<file path="src/rtl/vec_wb_collect_if.sv">
// Writeback handshake between the collector and the vector register file write side.
interface vec_wb_collect_if #(parameter int VLEN = 128);
  logic            wb_valid;
  logic            wb_ready;
  logic [4:0]      wb_vd_idx;
  logic [VLEN-1:0] wb_data;

  modport master (output wb_valid, wb_vd_idx, wb_data, input wb_ready);
  modport slave  (input wb_valid, wb_vd_idx, wb_data, output wb_ready);
endinterface

</file>
<file path="src/rtl/vec_wb_collect.sv">
// Gathers per-lane ALU result slices into one destination register image and
// hands it to the register file once every byte has been written.
module vec_wb_lane #(
  parameter  int VLEN = 128,
  localparam int NB   = VLEN / 8
) (
  input  logic [3:0]    wlog,
  input  logic [9:0]    idx,
  output logic          ok,
  output logic [NB-1:0] bmask
);
  logic [10:0] w, lo, hi;

  assign w  = 11'd1 << wlog;
  assign lo = {1'b0, idx};
  assign hi = lo + w;
  assign ok = ((lo & (w - 11'd1)) == 11'd0) && (hi <= 11'(VLEN));

  always_comb begin
    bmask = '0;
    for (int b = 0; b < NB; b++)
      bmask[b] = (11'(b * 8) >= lo) && (11'(b * 8) < hi);
  end
endmodule

module vec_wb_collect #(
  parameter int VLEN         = 128,
  parameter int LANE_WIDTH   = 5,
  parameter int NB_LANES_MAX = 4
) (
  input  logic                         clk,
  input  logic                         resetn,
  input  logic                         start,
  input  logic [2:0]                   vsew,
  input  logic [1:0]                   nb_lanes,
  input  logic [4:0]                   vd_idx,
  input  logic [NB_LANES_MAX*VLEN-1:0] lane_vd,
  input  logic [NB_LANES_MAX*10-1:0]   lane_idx,
  input  logic [NB_LANES_MAX-1:0]      lane_valid,
  vec_wb_collect_if.master             wb,
  output logic                         busy,
  output logic                         err
);
  localparam int NB = VLEN / 8;

  typedef enum logic [1:0] {IDLE, COLLECT, WRITE} state_t;
  typedef struct packed {
    logic [2:0] vsew;
    logic [1:0] nbl;
    logic [4:0] vd;
  } op_t;

  state_t          state;
  op_t             op_q;
  logic [VLEN-1:0] acc, acc_nxt;
  logic [NB-1:0]   mask, mask_nxt;
  logic            err_nxt;
  logic [3:0]      esz, wlog;

  logic [NB_LANES_MAX-1:0]         act, ok;
  logic [NB_LANES_MAX-1:0][NB-1:0] bmask;

  // Slice width is the element width, capped by the lane datapath width.
  assign esz  = {1'b0, op_q.vsew} + 4'd3;
  assign wlog = (esz > 4'(LANE_WIDTH)) ? 4'(LANE_WIDTH) : esz;

  for (genvar g = 0; g < NB_LANES_MAX; g++) begin : g_lane
    localparam int unsigned LI = g;
    assign act[g] = (state == COLLECT) && lane_valid[g] && ((LI >> op_q.nbl) == 32'd0);
    vec_wb_lane #(.VLEN(VLEN)) u_lane (
      .wlog  (wlog),
      .idx   (lane_idx[g*10 +: 10]),
      .ok    (ok[g]),
      .bmask (bmask[g])
    );
  end

  // Lanes are merged in index order so a lower lane claims overlapping bytes first.
  always_comb begin
    acc_nxt  = acc;
    mask_nxt = mask;
    err_nxt  = 1'b0;
    for (int i = 0; i < NB_LANES_MAX; i++) begin
      if (act[i]) begin
        if (ok[i] && ((bmask[i] & mask_nxt) == '0)) begin
          mask_nxt = mask_nxt | bmask[i];
          for (int b = 0; b < NB; b++)
            if (bmask[i][b]) acc_nxt[b*8 +: 8] = lane_vd[i*VLEN + b*8 +: 8];
        end else begin
          err_nxt = 1'b1;
        end
      end
    end
  end

  always_ff @(posedge clk or negedge resetn) begin
    if (!resetn) begin
      state        <= IDLE;
      op_q         <= '0;
      acc          <= '0;
      mask         <= '0;
      err          <= 1'b0;
      busy         <= 1'b0;
      wb.wb_valid  <= 1'b0;
      wb.wb_vd_idx <= '0;
      wb.wb_data   <= '0;
    end else begin
      case (state)
        IDLE: begin
          if (start) begin
            op_q  <= '{vsew: vsew, nbl: nb_lanes, vd: vd_idx};
            acc   <= '0;
            mask  <= '0;
            err   <= 1'b0;
            busy  <= 1'b1;
            state <= COLLECT;
          end
        end
        COLLECT: begin
          acc  <= acc_nxt;
          mask <= mask_nxt;
          if (err_nxt) err <= 1'b1;
          if (&mask_nxt) begin
            state        <= WRITE;
            wb.wb_valid  <= 1'b1;
            wb.wb_data   <= acc_nxt;
            wb.wb_vd_idx <= op_q.vd;
          end
        end
        WRITE: begin
          if (wb.wb_ready) begin
            state       <= IDLE;
            wb.wb_valid <= 1'b0;
            busy        <= 1'b0;
          end
        end
        default: state <= IDLE;
      endcase
    end
  end
endmodule
</file>
<file path="src/flat_wrapper.sv">
// flat-port wrapper written by rule: the top's interface ports become plain ports
module vec_wb_collect_flat 
#(
  parameter int VLEN         = 128,
  parameter int LANE_WIDTH   = 5,
  parameter int NB_LANES_MAX = 4
)
  (clk, resetn, start, vsew, nb_lanes, vd_idx, lane_vd, lane_idx, lane_valid, busy, err, wb_wb_valid, wb_wb_vd_idx, wb_wb_data, wb_wb_ready);
  vec_wb_collect_if #(.VLEN(VLEN)) wb_i ();
  input  logic clk;
  input  logic resetn;
  input  logic start;
  input  logic [2:0] vsew;
  input  logic [1:0] nb_lanes;
  input  logic [4:0] vd_idx;
  input  logic [NB_LANES_MAX*VLEN-1:0] lane_vd;
  input  logic [NB_LANES_MAX*10-1:0] lane_idx;
  input  logic [NB_LANES_MAX-1:0] lane_valid;
  output logic busy;
  output logic err;
  output wire logic [$bits(wb_i.wb_valid)-1:0] wb_wb_valid;
  output wire logic [$bits(wb_i.wb_vd_idx)-1:0] wb_wb_vd_idx;
  output wire logic [$bits(wb_i.wb_data)-1:0] wb_wb_data;
  input wire logic [$bits(wb_i.wb_ready)-1:0] wb_wb_ready;
  assign wb_wb_valid = wb_i.wb_valid;
  assign wb_wb_vd_idx = wb_i.wb_vd_idx;
  assign wb_wb_data = wb_i.wb_data;
  assign wb_i.wb_ready = wb_wb_ready;
  vec_wb_collect #(.VLEN(VLEN), .LANE_WIDTH(LANE_WIDTH), .NB_LANES_MAX(NB_LANES_MAX)) u_core (.clk(clk), .resetn(resetn), .start(start), .vsew(vsew), .nb_lanes(nb_lanes), .vd_idx(vd_idx), .lane_vd(lane_vd), .lane_idx(lane_idx), .lane_valid(lane_valid), .wb(wb_i), .busy(busy), .err(err));
endmodule
</file>
<file path="config.mk">
export PLATFORM = sky130hd
export DESIGN_NAME = vec_wb_collect_flat
export DESIGN_NICKNAME = d
export VERILOG_FILES = /design/src/rtl/vec_wb_collect_if.sv /design/src/rtl/vec_wb_collect.sv /design/src/flat_wrapper.sv
export SDC_FILE = /design/constraint.sdc
export NUM_CORES = 1
export LEC_CHECK = 0
export ABC_CLOCK_PERIOD_IN_PS = 11700
export CORE_AREA = 2 2 278 280
export DETAILED_ROUTE_END_ITERATION = 8
export DIE_AREA = 0 0 280 282
export PLACE_DENSITY_LB_ADDON = 0.12
export SYNTH_ARGS = -nofsm -noshare
export SYNTH_HDL_FRONTEND = slang
export SYNTH_SLANG_ARGS = --single-unit
</file>
<file path="constraint.sdc">
create_clock -name clk -period 11.7 [get_ports clk]
set_input_delay 1.17 -clock clk [delete_from_list [all_inputs] [get_ports clk]]
set_output_delay 1.17 -clock clk [all_outputs]
set_load 0.005 [all_outputs]
</file>
==> impl_metrics.py <==
metrics = {
    "sta": {
        "hold_viol_final": 0,
        "layout_min_cycle_time_ns": 11.03,
        "skew_ns": 0.02934,
        "rsz0062_at_grt": "false",
        "finalSetupViolCount": 0,
        "slew_violations": 0,
        "setup_tns_ns": 0,
        "fmax_ghz": 0.09070,
        "finalCritPeriodShare_pct": 94.23,
        "worstMarginPinSlew_ns": 1.138,
        "slew_headroom_pct": 22.93,
    },
    "flow_run": {
        "maxCapViolations": 0,
    },
    "global_route": {
        "grtUsageTotal_pct": 29.02,
        "grt_overflow_total": 0,
        "antenna_found_initial": 29,
        "grt_max_degree": 105,
        "grt_pass1_vias": 24940,
        "grt_pass1_wl_um": 170500,
    },
    "clock_network": {
        "clkSinkCount": 292,
        "clk_latency_ns": 0.57,
        "clk_pin_slew_worst_paths_ns": 0.06,
        "cts_buffers": 38,
        "cts.hold.buffers_added": 0,
        "htreeDepth": 2,
        "cts_buffer_depth": 3,
        "postCtsSetupBuffers": 0,
        "post_cts_resized": 0,
        "cts_root_buffer": "clkbuf_16",
        "cts_tree": "done",
    },
    "die": {
        "rows": 101,
        "core_area_mm2": 0.07570,
        "die_y_um": 282,
        "start_util_pct": 29.68,
        "die-area_mm2": 0.07896,
        "io_pins": 706,
        "die_x_um": 280,
    },
    "final_layout": {
        "area_growth_pct": 41.94,
        "fin_util_pct": 42.13,
        "drive_gt1_share_pct": 7.821,
        "final_nets": 4000,
        "stdcell_area_mm2": 0.03189,
    },
    "setup_path": {
        "path_max_fanout": 53,
        "arrival_ns": 11.45,
        "cp_num_buf_inv": 2,
        "critPathLaunchType": "register",
        "slowest_stage": "a211oi_4",
        "slowest_delay_ns": 0.74,
        "end_kind": "register",
        "critical_path_class": "reg -> reg",
        "path_delay_family": "compound AO/OA/AOI/OAI gates",
        "cp.required_ns": 12.13,
    },
    "detailed_routing": {
        "routed_wl_um": 119400,
        "drt-pass1-iter-count": 6,
        "vias": 25090,
        "routed_via_density": 5.695,
        "wire_per_inst_um": 27.09,
        "drt_iter0_drc": 2140,
        "ant_nets": 0,
        "drc": 0,
    },
    "place": {
        "dpl_cell_area_mm2": 0.03064,
        "dp_hpwl_um": 94970,
        "gp_congestion": 0.9674,
        "io_buffer_count": 705,
    },
    "synth": {
        "yosys_warnings": 0,
        "syn-cell-area_mm2": 0.02247,
        "ys_types": 97,
        "synth-seq-area-share_pct": 32.52,
        "syn-mean-instance-area_um2": 8.212,
        "synth_ff_type": "dfrtp_1",
        "synth_edf_count": 0,
        "ys_seq_elements": 292,
        "synth_cells": 2736,
        "async_flop_share_pct": 100.0,
    },
    "power": {
        "leakage_nw": 13.89,
        "vdd_drop_max_uv": 75.10,
        "total_power_mw": 3.685,
        "power.density_mw_per_mm2": 115.6,
    },
    "min_path": {
        "hold_path_class": "reg -> reg",
    },
    "outcome": {
        "status": "finished clean",
    },
}
path summary, 6_finish.rpt:
path                                              startpoint                                  to  slack (ns)  cells past startpoint
max reg2reg                       u_core.op_q[7]$_DFFE_PN0P_  u_core.wb.wb_vd_idx[0]$_DFFE_PN0P_        0.67                     26
max in group asynchronous                             resetn          u_core.op_q[1]$_DFFE_PN0P_        9.51                      2
min reg2reg                u_core.wb.wb_data[48]$_DFFE_PN0P_   u_core.wb.wb_data[48]$_DFFE_PN0P_        0.49                      1
max                               u_core.op_q[7]$_DFFE_PN0P_  u_core.wb.wb_vd_idx[0]$_DFFE_PN0P_        0.67                     26
min                        u_core.wb.wb_data[48]$_DFFE_PN0P_   u_core.wb.wb_data[48]$_DFFE_PN0P_        0.49                      1
min in group asynchronous                             resetn          u_core.acc[48]$_DFFE_PN0P_        0.66                      1
cells in the final DEF (no fill, tap or decap), types with 9 or more instances in the layout:
master           netlist  layout
nand4_1               15      15
nor2b_1               11      11
or2_2                 18      18
mux2i_1              122     122
nand3_1               45      45
o31ai_1               12      12
and2_1                28      28
nor2_1               357     354
o21a_1                10      10
xnor2_1               13      13
mux2_1                70      70
nand2_1              269     269
and3_1                15      15
a21o_1                23      23
inv_1                 46      46
o211a_1               12      12
a31o_2                12      12
diode_2                0      14
o21ai_0              196     196
clkbuf_1             123       9
or4_1                  9       9
clkdlybuf4s50_1        0     704
nor4_1                23      21
a22o_1               134     134
o211ai_1              27      27
a221oi_1              10      10
dfrtp_1              292     292
nand2b_1              17      17
a22oi_1               29      29
a21oi_1              343     343
ha_1                  43      43
or3_1                 20      20
o2111ai_1             11      11
mux2_2                79      79
a31oi_1               42      42
nor3_1                34      34
a211oi_1              21      21
o22ai_1                9       9
clkbuf_16              0      39
buf_4                  0      55
cells by family (layout without fill, tap and decap cells):
kind of cell,after synthesis,after routing,synth area share [%]
adders and majority gates,43,43,2.395
muxes,271,271,12.90
xor gates and xnor gates,20,20,0.7796
and+or+nand+nor,917,917,19.09
other,1,22,0.01669
DFF,292,292,32.52
buffers and inverters,204,875,3.781
AOI/OAI and AO/OA,988,988,28.51
report_power, final:
group	internal, mW	switching [mW]
logic	0.553	0.890
registers	1.04	0.0375
clock network	0.680	0.480
Yosys cell counts (29+ instances only):
| cell type | number | area (µm²) |
|---|---|---|
| nor3_1 | 34 | 170.2 |
| mux2_1 | 70 | 788.3 |
| clkbuf_1 | 123 | 461.7 |
| inv_1 | 46 | 172.7 |
| a21oi_1 | 343 | 1717 |
| ha_1 | 43 | 538.0 |
| nor2_1 | 357 | 1340 |
| a22o_1 | 134 | 1174 |
| a22oi_1 | 29 | 217.7 |
| dfrtp_1 | 292 | 7307 |
| mux2_2 | 79 | 889.6 |
| o21ai_0 | 196 | 980.9 |
| mux2i_1 | 122 | 1221 |
| a31oi_1 | 42 | 262.8 |
| nand3_1 | 45 | 225.2 |
| nand2_1 | 269 | 1010 |
sequential cells by signal, indices dropped and copies added (netlist names):
signal               count
u_core.acc             128
u_core.busy              1
u_core.err               1
u_core.mask             16
u_core.op_q             10
u_core.state             2
u_core.wb.wb_data      128
u_core.wb.wb_valid       1
u_core.wb.wb_vd_idx      5
routing by layer:
layer | wire (µm) | share of wire [%] | vias up | global-route usage [%]
met5 | 187 | 0.16 | - | 0
met4 | 3013 | 2.5 | 28 | 7.788
met3 | 7995 | 6.7 | 189 | 5.776
met2 | 59610 | 50 | 1051 | 51.03
met1 | 48540 | 41 | 12340 | 36.05
li1 | - | - | 11490 | -
through the flow:
stage               std cells  hold WS [ns]  setup WS (ns)
detailed placement       4325        0.4746         0.8809
CTS                      4392        0.4898         0.8188
global placement         4325        0.4680          1.178
finish                   4406        0.4892         0.6748
floorplan                2743        0.4586          3.580
global route             4403        0.5029        0.04435
cell type report:
cell class,instances,area (µm²)
fill,7586,43800
tap,978,1224
sequential,292,7307
timing repair buffer,762,7515
clock inverter,12,106.4
multi-input combinational,2247,14430
inverter,46,172.7
clock buffer,55,1106
antenna,14,35.03
Note: power is estimated with default switching activity, not from simulation.
